==> config.mk <==
export PLATFORM = sky130hd
export DESIGN_NAME = seg7_display_driver_flat
export DESIGN_NICKNAME = d
export VERILOG_FILES = /design/src/rtl/seg7_display_driver_if.sv /design/src/rtl/seg7_display_driver.sv /design/src/flat_wrapper.sv
export SDC_FILE = /design/constraint.sdc
export NUM_CORES = 1
export LEC_CHECK = 0
export CORE_ASPECT_RATIO = 0.6
export CORE_UTILIZATION = 55
export DETAILED_ROUTE_END_ITERATION = 7
export PLACE_DENSITY = 0.81
export SETUP_SLACK_MARGIN = 0.05
export SYNTH_ARGS = -nofsm -noshare
export SYNTH_HDL_FRONTEND = slang
export SYNTH_SLANG_ARGS = --single-unit
==> constraint.sdc <==
create_clock -name clk -period 4.6 [get_ports clk]
set_clock_uncertainty 0.2 [all_clocks]
set_input_delay 0.92 -clock clk [delete_from_list [all_inputs] [get_ports clk]]
set_output_delay 0.92 -clock clk [all_outputs]
set_load 0.05 [all_outputs]
==> src/rtl/seg7_display_driver_if.sv <==
// ============================================================================
// Module   : seg7_display_driver_if
// Brief    : Load/value/blank inputs and segment outputs of the 7-seg driver.
// Revision : 1.0
// ============================================================================
`default_nettype none

interface seg7_display_driver_if #(
  parameter int N_DIGITS = 6
);
  logic                  load_i;
  logic [4*N_DIGITS-1:0] value_i;
  logic [N_DIGITS-1:0]   blink_i;
  logic [N_DIGITS-1:0]   dp_i;
  logic                  lzb_i;
  logic                  blank_i;
  logic [8*N_DIGITS-1:0] hex_o;

  modport master (
    output load_i, value_i, blink_i, dp_i, lzb_i, blank_i,
    input  hex_o
  );

  modport slave (
    input  load_i, value_i, blink_i, dp_i, lzb_i, blank_i,
    output hex_o
  );
endinterface

`default_nettype wire

==> src/rtl/seg7_display_driver.sv <==
// ============================================================================
// Module   : seg7_display_driver
// Brief    : Registered hex 7-segment driver with LZB, blinking and blanking.
// Revision : 1.0
// ============================================================================
`default_nettype none

module seg7_display_driver #(
  parameter int N_DIGITS   = 6,
  parameter int BLINK_DIV  = 25000000,
  parameter int ACTIVE_LOW = 1
) (
  input  wire logic               clk,
  input  wire logic               rst_n,
  seg7_display_driver_if.slave    bus
);

  localparam int c_cnt_w = (BLINK_DIV > 1) ? $clog2(BLINK_DIV) : 1;
  localparam logic [c_cnt_w-1:0] c_cnt_last = c_cnt_w'(BLINK_DIV - 1);
  localparam bit c_inv = (ACTIVE_LOW != 0);
  localparam logic [8*N_DIGITS-1:0] c_off = c_inv ? {8*N_DIGITS{1'b1}} : {8*N_DIGITS{1'b0}};

  logic [4*N_DIGITS-1:0] r_value;
  logic [N_DIGITS-1:0]   r_blink;
  logic [N_DIGITS-1:0]   r_dp;
  logic                  r_lzb;
  logic                  r_loaded;
  logic [c_cnt_w-1:0]    r_cnt;
  logic                  r_phase;
  logic [8*N_DIGITS-1:0] r_hex;
  logic [8*N_DIGITS-1:0] w_on;

  function automatic logic [6:0] f_decode(input logic [3:0] nib);
    logic [6:0] seg;
    case (nib)
      4'h0: seg = 7'h3F;  4'h1: seg = 7'h06;  4'h2: seg = 7'h5B;  4'h3: seg = 7'h4F;
      4'h4: seg = 7'h66;  4'h5: seg = 7'h6D;  4'h6: seg = 7'h7D;  4'h7: seg = 7'h07;
      4'h8: seg = 7'h7F;  4'h9: seg = 7'h6F;  4'hA: seg = 7'h77;  4'hB: seg = 7'h7C;
      4'hC: seg = 7'h39;  4'hD: seg = 7'h5E;  4'hE: seg = 7'h79;  default: seg = 7'h71;
    endcase
    return seg;
  endfunction

  // Latched display state; r_loaded keeps the pins dark until the first load.
  always_ff @(posedge clk or negedge rst_n) begin
    if (!rst_n) begin
      r_value  <= '0;
      r_blink  <= '0;
      r_dp     <= '0;
      r_lzb    <= 1'b0;
      r_loaded <= 1'b0;
    end else if (bus.load_i) begin
      r_value  <= bus.value_i;
      r_blink  <= bus.blink_i;
      r_dp     <= bus.dp_i;
      r_lzb    <= bus.lzb_i;
      r_loaded <= 1'b1;
    end
  end

  // Load restarts the blink cycle in the on phase and overrides a wrap.
  always_ff @(posedge clk or negedge rst_n) begin
    if (!rst_n) begin
      r_cnt   <= '0;
      r_phase <= 1'b1;
    end else if (bus.load_i) begin
      r_cnt   <= '0;
      r_phase <= 1'b1;
    end else if (r_cnt == c_cnt_last) begin
      r_cnt   <= '0;
      r_phase <= ~r_phase;
    end else begin
      r_cnt   <= r_cnt + 1'b1;
    end
  end

  // Walk from the most significant digit down so the zero run is known per digit.
  always_comb begin
    logic       w_zero_run;
    logic [3:0] w_nib;
    logic [7:0] w_byte;
    w_on       = '0;
    w_zero_run = 1'b1;
    w_nib      = '0;
    w_byte     = '0;
    for (int i = N_DIGITS - 1; i >= 0; i--) begin
      w_nib      = r_value[4*i +: 4];
      w_zero_run = w_zero_run & (w_nib == 4'h0);
      w_byte     = {r_dp[i], f_decode(w_nib)};
      if (r_lzb && w_zero_run && (i > 0))
        w_byte = 8'h00;
      if (r_blink[i] && !r_phase)
        w_byte = 8'h00;
      w_on[8*i +: 8] = w_byte;
    end
  end

  always_ff @(posedge clk or negedge rst_n) begin
    if (!rst_n)
      r_hex <= c_off;
    else if (bus.blank_i || !r_loaded)
      r_hex <= c_off;
    else
      r_hex <= c_inv ? ~w_on : w_on;
  end

  assign bus.hex_o = r_hex;

endmodule

`default_nettype wire

==> src/flat_wrapper.sv <==
// flat-port wrapper written by rule: the top's interface ports become plain ports
module seg7_display_driver_flat 
#(
  parameter int N_DIGITS   = 6,
  parameter int BLINK_DIV  = 25000000,
  parameter int ACTIVE_LOW = 1
)
  (clk, rst_n, bus_load_i, bus_value_i, bus_blink_i, bus_dp_i, bus_lzb_i, bus_blank_i, bus_hex_o);
  seg7_display_driver_if #(.N_DIGITS(N_DIGITS)) bus_i ();
  input  wire logic clk;
  input  wire logic rst_n;
  input wire logic [$bits(bus_i.load_i)-1:0] bus_load_i;
  input wire logic [$bits(bus_i.value_i)-1:0] bus_value_i;
  input wire logic [$bits(bus_i.blink_i)-1:0] bus_blink_i;
  input wire logic [$bits(bus_i.dp_i)-1:0] bus_dp_i;
  input wire logic [$bits(bus_i.lzb_i)-1:0] bus_lzb_i;
  input wire logic [$bits(bus_i.blank_i)-1:0] bus_blank_i;
  output wire logic [$bits(bus_i.hex_o)-1:0] bus_hex_o;
  assign bus_i.load_i = bus_load_i;
  assign bus_i.value_i = bus_value_i;
  assign bus_i.blink_i = bus_blink_i;
  assign bus_i.dp_i = bus_dp_i;
  assign bus_i.lzb_i = bus_lzb_i;
  assign bus_i.blank_i = bus_blank_i;
  assign bus_hex_o = bus_i.hex_o;
  seg7_display_driver #(.N_DIGITS(N_DIGITS), .BLINK_DIV(BLINK_DIV), .ACTIVE_LOW(ACTIVE_LOW)) u_core (.clk(clk), .rst_n(rst_n), .bus(bus_i));
endmodule
==> results of run 1 <==
==> stage by stage <==
step | hold WS [ns] | total power [mW] | std cells | instance area [um2]
6_report | 0.194 | 2.57 | 750 | 6940
5_1_grt | 0.215 | 2.68 | 750 | 6940
4_1_cts | 0.191 | 2.59 | 750 | 6940
3_5_place_dp | 0.181 | 1.74 | 734 | 6610
3_3_place_gp | 0.179 | 1.72 | 734 | 6610
2_1_floorplan | 0.168 | 1.54 | 531 | 5640
==> kinds of logic after synthesis <==
kind of cell | Yosys count | synth area share, %
and+or+nand+nor | 184 | 16.9
AOI/OAI and AO/OA | 115 | 14.0
DFF | 112 | 50.8
buffers and inverters | 47 | 3.53
adders and majority gates | 36 | 7.98
muxes | 24 | 4.75
xor gates and xnor gates | 13 | 2.02
==> Yosys cell counts, types with 3 or more instances <==
cell type	instances
clkbuf_1	17
xor2_1	3
or2_2	3
o211ai_1	34
nand4_1	8
nor3_1	3
nor2_1	25
nand3_1	20
nand2b_1	14
xnor2_1	10
o21a_1	8
nor2b_1	14
dfstp_2	49
a21oi_1	14
inv_1	25
ha_1	36
dfrtp_1	63
or4_1	9
buf_6	3
nand2_1	64
o21ai_0	29
nand3b_1	5
nor4_1	4
o311ai_0	11
o31ai_1	8
mux2_2	22
==> routing by layer <==
layer / track usage [%] / part of all wire (%) / up-vias
met5: 0 / 0 / -
met4: 5.98 / 0.80 / 0
met3: 5.87 / 6.0 / 9
met2: 36.0 / 44 / 134
met1: 34.6 / 49 / 2032
li1: - / - / 2046
==> sequential cells by signal, summed over array words and instances (netlist names) <==
| name | cells |
|---|---|
| u_core.bus.hex_o | 48 |
| u_core.r_cnt | 25 |
| u_core.r_value | 24 |
| u_core.r_blink | 6 |
| u_core.r_dp | 6 |
| u_core.r_loaded | 1 |
| u_core.r_lzb | 1 |
| u_core.r_phase | 1 |
==> area by class of cell <==
cell class              count  area, um2  share of cell area, %
multi-input cells         372       2580                   37.2
clock inverters             6       91.3                   1.32
clock buffers              10        239                   3.45
inverters                  25       93.8                   1.35
flip-flops and latches    112       2860                   41.3
well taps                 135        169                   2.44
repair buffers             90        901                   13.0
==> final timing paths <==
kind	start	endpoint	slack, ns	cells past startpoint
hold reg to reg	u_core.r_dp[0]$_DFFE_PN0P_	u_core.bus.hex_o[7]$_DFF_PN1_	0.19	1
setup / recovery	u_core.bus.hex_o[10]$_DFF_PN1_	bus_hex_o[10]	1.77	1
min in group asynchronous	rst_n	u_core.r_value[18]$_DFFE_PN0P_	0.55	1
hold / removal	u_core.r_dp[0]$_DFFE_PN0P_	u_core.bus.hex_o[7]$_DFF_PN1_	0.19	1
setup reg to reg	u_core.r_cnt[7]$_DFF_PN0_	u_core.r_cnt[12]$_DFF_PN0_	1.80	4
max in group asynchronous	rst_n	u_core.bus.hex_o[11]$_DFF_PN1_	2.86	2
==> where the power goes <==
part / switching [mW] / internal, mW / leakage (nW)
clock network: 0.357 / 0.494 / 0.151
logic: 0.337 / 0.213 / 1.34
registers: 0.0761 / 1.10 / 1.31
total: 0.770 / 1.81 / 2.80
==> reports/qor.csv, run 1 <==
stage,metric,value,unit
status,status,completed,
pwr,Pwr per Cell Area,371,nW/um2
finish,fin nets,687,
setup_path,kind of end point of the critical path,output port,
setup_path,Startpoint Class,flop,
drt,DR WL/cell,15.8,um
place,Final HPWL DP,8350,um
timing,worst slew pin tran,1.03,ns
yosys,sequential area share after synthesis,50.8,%
yosys,synth warn,0,
floorplan,Die Wd,133,um
clock_tree,H-tree depth,3,
timing,setup_tns,0,ns
finish,Filler Cell Count,717,
yosys,ranking of synthesized cells by area,"dfrtp_1, dfstp_2, ha_1",
clock_tree,Max clock buf depth,2,
place,pre-CTS setup slack,1.56,ns
yosys,top-area cell type share of the netlist area,27.9,%
grt,GR Util All Layers,23.9,%
drt,Vias per Instance,5.63,
clock_tree,TritonCTS buffer count,9,
timing,period utilization,61.5,%
yosys,Syn Nets,608,
grt,largest net degree at the start of global routing,83,
clock_tree,CTS-repair resized insts,0,
place,GPL Wtd Cong,0.878,
timing,Max Fclk,354,MHz
pwr,leakage,2.80,nW
clock_tree,setup bufs post-CTS,0,
finish,ant diodes,0,
setup_path,Setup CP Type,reg2out,
drt,"wirelength, routed",11800,um
drt,vias after detailed routing,4221,
floorplan,Placement Rows,28,
yosys,number of enable flip-flop cells after synthesis,0,
floorplan,die height,80.5,um
setup_path,"Arr. time, crit path",1.71,ns
yosys,#FFs+latches synth,112,
clock_tree,CTS Sinks,112,
drt,initial drt markers,309,
timing,min cycle time layout,2.83,ns
yosys,Synth area leader,dfrtp_1,
clock_tree,Clock Pin Slew Worst Setup and Hold Paths,0.07,ns
timing,Slew HR,31.5,%
setup_path,Crit Path Max Fanout,1,
drt,DRC,0,
pwr,Peak VDD IR,0.230,mV
yosys,ys flop type,dfrtp_1,
clock_tree,CTS tree,yes,
floorplan,I/O Pins,89,
setup_path,Crit path buffers/inverters,1,
yosys,Syn Area/Cell,10.6,um2
finish,"commonest non-fill, non-tap cell in the layout",clkdlybuf4s50_1,
yosys,synth unique cells,47,
flow_run,# Max-Cap Violations,0,
setup_path,worst path cell trace,clkdlybuf4s50_1,
yosys,Post-Syn Area,5640,um2
floorplan,Core Region,9910,um2
setup_path,CP max stage delay,0.81,ns
timing,final setup violation count,0,
timing,RSZ-0062 raised after global routing,false,
setup_path,CP required,3.48,ns
yosys,Syn Inst Count,531,
grt,antenna violations before repair,0,
clock_tree,Post-CTS Hold Fix Bufs,0,
finish,final core utilization,70.0,%
setup_path,Top Family by Delay on Critical Path,buffers and inverters,
floorplan,Initial Util,56.9,%
setup_path,slowest cell on the critical path,clkdlybuf4s50_1,
worst_hold_path,Hold Crit Class,reg2reg,
finish,Layout area overhead,23.0,%
grt,grt total ovfl,0,
clock_tree,later-pin clock latency in the skew report,0.35,ns
yosys,fraction of registers with async set/reset,100,%
place,I/O Buffers,88,
timing,Worst Slack Setup Final,1.77,ns
grt,vias in the first global route,4037,
finish,most frequent cells in the layout,"clkdlybuf4s50_1, nand2_1, dfrtp_1, dfstp_2, ha_1",
drt,first drt pass iteration count,5,
drt,post-route ant nets,0,
grt,first-pass GRT wire length,19800,um
timing,Slew Limit Fails,0,
clock_tree,Root Driver,clkbuf_16,
finish,share of layout cells above drive strength 1,16.4,%
floorplan,die area,10700,um2
timing,final hold vios,0,
(Power assumes the default switching activity.)
==> inputs of run 2 (changes only) <==
CORE_UTILIZATION = 49   (was 55)
PLACE_DENSITY = 0.77   (was 0.81)
clock period = 2.31 ns   (was 4.6 ns; I/O delays follow)
==> run 2 against run 1 <==
  * The run now ends with negative setup slack left
  * Flip-flop and latch count did not move
  * Cell count up 4.9%
  * Sequential power is 96% higher
  * Critical path depth up 4
  * Final area grew 2.3%
  * Die area rose by 12%
  * Total power up 90%
  * Non-clock buffer count is 33 higher
  * Count of clock-buffer cells in the layout increased by 5
  * Global-route usage is 0.99 points lower
  * Sequential share of layout area shrank 0.95 points
  * Highest routed layer unchanged
==> reports/qor.csv, run 2 (same netlist as run 1, synthesis figures left out) <==
stage,metric,value,unit,change
status,status,finished with violations,,
status,violations in the final reports,negative setup slack,,
drt,vias after detailed routing,4391,,+4.0%
clock_tree,TritonCTS buffer count,9,,unchanged
setup_path,CP required,2.33,ns,-1.15 ns
floorplan,Placement Rows,29,,+3.6%
setup_path,Startpoint Class,flop,,
floorplan,Initial Util,51.8,%,-5.1 points
timing,period utilization,101,%,
worst_hold_path,hold_sp,u_core.r_dp[3]$_DFFE_PN0P_,,
timing,worst slew pin tran,0.555,ns,-0.472 ns
clock_tree,H-tree depth,3,,unchanged
drt,DRC,0,,unchanged
pwr,Peak VDD IR,0.414,mV,+80%
grt,first-pass GRT wire length,21300,um,+7.9%
finish,max reg flops,48,,unchanged
worst_hold_path,Hold Crit Class,reg2reg,,
finish,fin nets,720,,+4.8%
floorplan,Core Region,10900,um2,+9.8%
floorplan,die height,85.1,um,+5.8%
timing,WHS,0.193,ns,-0.00176 ns
setup_path,Reg2Reg Depth,5,,+1
drt,DR WL/cell,16.2,um,+2.3%
floorplan,die area,12000,um2,+12%
pwr,leakage,2.98,nW,+6.4%
finish,Layout area overhead,25.8,%,
timing,Worst Slack Setup Final,-0.0157,ns,-1.79 ns
grt,GR Util All Layers,22.9,%,-0.99 points
grt,vias in the first global route,4272,,+5.8%
timing,final hold vios,0,,unchanged
drt,uppermost layer routed,met4,,
flow_run,# Max-Cap Violations,0,,unchanged
place,GPL Wtd Cong,0.913,,+4.0%
clock_tree,CTS Sinks,112,,unchanged
drt,first drt pass iteration count,5,,unchanged
place,I/O Buffers,88,,unchanged
worst_hold_path,Hold Path Depth,1,,unchanged
timing,Slew Limit Fails,0,,unchanged
timing,final setup violation count,10,,+10
clock_tree,Clock Pin Slew Worst Setup and Hold Paths,0.06,ns,about the same
grt,largest net degree at the start of global routing,43,,-48%
clock_tree,later-pin clock latency in the skew report,0.35,ns,about the same
clock_tree,Max clock buf depth,2,,unchanged
timing,min cycle time layout,2.33,ns,
pwr,total power,4.90,mW,+90%
finish,most frequent cells in the layout,"buf_4, nand2_1, dfrtp_1, dfstp_2, clkdlybuf4s50_1",,
setup_path,kind of end point of the critical path,flop,,
setup_path,Crit Path Max Fanout,24,,+23
finish,share of layout cells above drive strength 1,27.2,%,+11 points
drt,initial drt markers,235,,-24%
drt,Routed met2 length,5570,um,+6.7%
pwr,Pwr per Cell Area,690,nW/um2,+86%
floorplan,I/O Pins,89,,unchanged
timing,Max Fclk,430,MHz,
setup_path,Setup CP Type,reg2reg,,
drt,post-route ant nets,0,,unchanged
timing,Slew HR,63.0,%,+31 points
timing,RSZ-0062 raised after global routing,true,,
clock_tree,Root Driver,clkbuf_16,,
finish,"commonest non-fill, non-tap cell in the layout",buf_4,,
grt,antenna violations before repair,0,,unchanged
setup_path,Worst setup startpoint,u_core.r_cnt[23]$_DFF_PN0_,,
drt,met1 wire length,6230,um,+6.9%
clock_tree,CTS tree,yes,,
setup_path,"Arr. time, crit path",2.35,ns,+0.64 ns
drt,Vias per Instance,5.58,,-0.86%
finish,ant diodes,0,,unchanged
drt,met3 wire len,632,um,-11%
floorplan,Die Wd,141,um,+5.9%
setup_path,reg2reg start,u_core.r_cnt[23]$_DFF_PN0_,,
drt,"wirelength, routed",12700,um,+7.3%
grt,grt total ovfl,0,,unchanged
place,Final HPWL DP,9230,um,+10%
finish,Filler Cell Count,856,,+19%
[run 2: changes by cell type in the layout (fill, tap and decap cells not counted), moves of 2 or more]
cell             before  now
buf_12                1    4
buf_4                 2   72
bufinv_16             2    0
clkbuf_1              0    5
clkdlybuf4s50_1      86   38
clkinvlp_4            3    0
dlygate4sd2_1         0    7
nor3b_1               2    0
nor3b_2               0    2
[run 2: critical path, cell delays in order (launching register included)]
cell	delay [ns]
dfrtp_1	0.41
or4_1	0.52
or4_4	0.52
o31ai_4	0.27
buf_12	0.20
a21oi_1	0.06
[run 2: timing repair]
| action | CTS | global route |
|---|---|---|
| resized for setup | 10 | 7 |
| hold buffers | 1 | 0 |
| endpoints found under the setup margin | 39 | 38 |
| pin swaps | 0 | 2 |
| gates cloned | 0 | 0 |
| hold endpoints to repair | 24 | 0 |
| setup buffers | 0 | 1 |
[run 2: power by group]
group / internal [mW] / total, mW / leakage (nW) / switching [mW]
clock network: 0.762 / 1.42 / 0.128 / 0.660
logic: 0.442 / 1.18 / 1.54 / 0.742
registers: 2.19 / 2.29 / 1.31 / 0.101
total: 3.39 / 4.90 / 2.98 / 1.50
[run 2: metrics by stage]
stage                     worst slack [ns]  instances  utilization [%]  area (um2)  TNS, ns
after floorplan                     0.0490        531                -        5640        0
final                              -0.0157        787             65.2        7100  -0.0546
after global placement             -0.0446        769             62.3        6780  -0.0446
after CTS                          -0.0168        786             64.9        7060  -0.0821
after detailed placement           -0.0905        769             62.3        6780   -0.199
after global routing               -0.0680        787             65.2        7100    -1.02
[run 2: final cells by class]
class                           count  area (um2)  share of cell area, %
Sequential cell                   112        2860                   40.3
Multi-Input combinational cell    372        2630                   37.0
Timing Repair Buffer              123        1080                   15.2
Clock buffer                       15         258                   3.63
Tap cell                          139         174                   2.45
Inverter                           25        93.8                   1.32
Clock inverter                      1        5.00                 0.0705
[run 2: worst paths after layout]
kind | endpoint | slack (ns)
min in group asynchronous | u_core.r_dp[1]$_DFFE_PN0P_ | 0.44
worst min-delay path | u_core.bus.hex_o[31]$_DFF_PN1_ | 0.19
max in group asynchronous | u_core.bus.hex_o[39]$_DFF_PN1_ | 0.80
worst max-delay path | u_core.r_cnt[19]$_DFF_PN0_ | -0.02
worst max register to register | u_core.r_cnt[19]$_DFF_PN0_ | -0.02
worst min register to register | u_core.bus.hex_o[31]$_DFF_PN1_ | 0.19
[run 2: metal layers]
metal	global-route usage, %	vias to the layer above
met5	0	-
met4	8.30	0
met3	5.36	23
met2	34.3	125
met1	32.8	2134
li1	-	2109
==> inputs of run 3 (changes only) <==
CORE_MARGIN = 2   (was unset)
==> run 3 against run 2 <==
  * The run still ends with negative setup slack left
  * Final area grew 1.2%
  * First-iteration DRC count is 17% lower
  * Combinational power is essentially flat
  * Die area is 3.8% higher
  * Flip-flop and latch count stayed put
  * Utilization down 1.4 points
  * Via count down 0.36%
  * Routed wire length is 0.39% lower
  * Non-clock buffer count rose by 4
  * Highest routed layer unchanged
==> reports/qor.csv, run 3 (same netlist as run 1, synthesis figures left out) <==
stage,metric,value,unit,change
place,I/O Buffers,88,,unchanged
timing,RSZ-0062 raised after global routing,true,,
pwr,Sw Ratio,30.7,%,about the same
clock_tree,Root Driver,clkbuf_16,,
floorplan,Core Region,11300,um2,+3.4%
grt,first-pass GRT wire length,20600,um,-3.2%
clock_tree,Clock Pin Slew Worst Setup and Hold Paths,0.07,ns,about the same
setup_path,Setup CP Type,reg2reg,,
grt,GR Util All Layers,21.2,%,-1.7 points
place,pre-CTS setup slack,-0.244,ns,-0.154 ns
pwr,combinational power share,23.7,%,-0.5 points
setup_path,worst path cell trace,or4_1 > or4_4 > o31ai_4 > buf_4 > buf_16 > a21oi_1,,
finish,share of layout cells above drive strength 1,28.4,%,+1.2 points
pwr,Sw Pwr,1.54,mW,+2.5%
timing,WHS,0.192,ns,-0.000529 ns
timing,worst slew pin tran,0.511,ns,-0.0435 ns
worst_hold_path,Hold Crit Class,reg2reg,,
timing,Slew HR,65.9,%,+2.9 points
finish,ant diodes,0,,unchanged
pwr,Cell Int Power,3.48,mW,+2.5%
timing,Max Fclk,432,MHz,+0.45%
drt,first drt pass iteration count,4,,-1
drt,DR WL/cell,15.9,um,-1.5%
finish,Layout area overhead,27.4,%,
pwr,leakage,3.04,nW,+2.1%
floorplan,Initial Util,50.1,%,-1.7 points
timing,min cycle time layout,2.32,ns,-0.0105 ns
clock_tree,CTS Sinks,112,,unchanged
timing,final setup violation count,8,,-2
drt,DRC,0,,unchanged
drt,"wirelength, routed",12700,um,-0.39%
clock_tree,H-tree depth,3,,unchanged
floorplan,I/O Pins,89,,unchanged
status,violations in the final reports,negative setup slack,,
setup_path,"Arr. time, crit path",2.35,ns,about the same
finish,max reg flops,48,,unchanged
setup_path,CP required,2.35,ns,+0.02 ns
setup_path,Crit Path Max Fanout,12,,-50%
floorplan,Placement Rows,30,,+3.4%
clock_tree,later-pin clock latency in the skew report,0.35,ns,about the same
grt,vias in the first global route,4163,,-2.6%
setup_path,Startpoint Class,flop,,
grt,antenna violations before repair,0,,unchanged
clock_tree,CTS tree,yes,,
floorplan,die area,12400,um2,+3.8%
finish,fin nets,724,,+0.56%
floorplan,die height,87.1,um,+2.3%
status,status,finished with violations,,
pwr,Clock power frac,30.7,%,+1.7 points
flow_run,# Max-Cap Violations,0,,unchanged
place,Final HPWL DP,8870,um,-3.9%
timing,Worst Slack Setup Final,-0.00520,ns,+0.0105 ns
setup_path,kind of end point of the critical path,flop,,
clock_tree,TritonCTS buffer count,9,,unchanged
finish,most frequent cells in the layout,"buf_4, nand2_1, dfrtp_1, dfstp_2, clkdlybuf4s50_1",,
floorplan,Die Wd,143,um,+1.4%
setup_path,CP max stage delay,0.51,ns,about the same
finish,"commonest non-fill, non-tap cell in the layout",buf_4,,
pwr,Peak VDD IR,0.390,mV,-5.7%
pwr,Seq pwr share,45.6,%,-1.2 points
grt,largest net degree at the start of global routing,45,,+4.7%
finish,final core utilization,63.8,%,-1.4 points
timing,Slew Limit Fails,0,,unchanged
drt,Vias per Instance,5.50,,-1.5%
pwr,total power,5.02,mW,+2.5%
drt,post-route ant nets,0,,unchanged
setup_path,slowest cell on the critical path,or4_1,,
place,GPL Wtd Cong,0.816,,-11%
grt,grt total ovfl,0,,unchanged
clock_tree,Max clock buf depth,2,,unchanged
finish,Filler Cell Count,861,,+0.58%
pwr,Pwr per Cell Area,698,nW/um2,+1.2%
timing,final hold vios,0,,unchanged
timing,setup_tns,-0.0224,ns,+0.0322 ns
timing,period utilization,100,%,-0.46 points
drt,vias after detailed routing,4375,,-0.36%
drt,initial drt markers,195,,-17%
[run 3: cell count changes in the layout (fill, tap and decap cells not counted), moves of 2 or more]
cell	before	now
buf_4	72	76
clkbuf_1	5	1
clkinv_2	1	4
inv_1	25	23
inv_2	0	2
[run 3: final cells by class]
class	instances	area (um2)	area share [%]
Multi-Input combinational cell	372	2650	36.8
Inverter	25	93.8	1.31
Timing Repair Buffer	127	1110	15.5
Clock inverter	6	58.8	0.818
Sequential cell	112	2860	39.9
Tap cell	144	180	2.51
Clock buffer	10	229	3.19
[run 3: per-stage QoR]
| stage | instances | instance area (um2) |
|---|---|---|
| floorplan | 531 | 5640 |
| global placement | 775 | 6780 |
| detailed placement | 775 | 6780 |
| CTS | 795 | 7150 |
| global route | 796 | 7190 |
| finish | 796 | 7190 |
[run 3: worst max-delay path, delay by kind of cell, from the launching register on]
| family | cells | cell delay [ns] |
|---|---|---|
| simple gates | 2 | 1.02 |
| flops | 1 | 0.38 |
| compound gates | 2 | 0.28 |
| buf+inv | 2 | 0.31 |
[run 3: what timing repair did]
item	in CTS	in global routing
cloned	1	0
resized for setup	13	8
hold buffers	1	0
pin swaps	1	1
endpoints found under the hold margin	13	0
endpoints found under the setup margin	47	40
setup buffers	2	1
[run 3: routing by layer]
metal	global-route usage [%]	vias up	wire length, um
li1	-	2124	-
met4	4.77	0	112
met2	34.6	113	5950
met5	0	-	0
met3	5.11	12	620
met1	29.0	2126	5970
[run 3: power groups by stage]
stage | registers [mW] | clock network, mW | logic (mW)
5_1_grt | 2.31 | 1.65 | 1.29
3_5_place_dp | 2.32 | 0 | 1.18
2_1_floorplan | 2.66 | 0 | 0.405
4_1_cts | 2.29 | 1.57 | 1.19
6_report | 2.29 | 1.54 | 1.19
3_3_place_gp | 2.31 | 0 | 1.16
[run 3: path summary, 6_finish.rpt]
check	from	end	cells after the start	slack [ns]
max	u_core.r_cnt[23]$_DFF_PN0_	u_core.r_cnt[16]$_DFF_PN0_	6	-0.005
min	u_core.r_dp[5]$_DFFE_PN0P_	u_core.bus.hex_o[47]$_DFF_PN1_	1	0.19
max reg2reg	u_core.r_cnt[23]$_DFF_PN0_	u_core.r_cnt[16]$_DFF_PN0_	6	-0.005
min in group asynchronous	rst_n	u_core.r_value[3]$_DFFE_PN0P_	2	0.42
max in group asynchronous	rst_n	u_core.bus.hex_o[30]$_DFF_PN1_	3	0.81
min reg2reg	u_core.r_dp[5]$_DFFE_PN0P_	u_core.bus.hex_o[47]$_DFF_PN1_	1	0.19
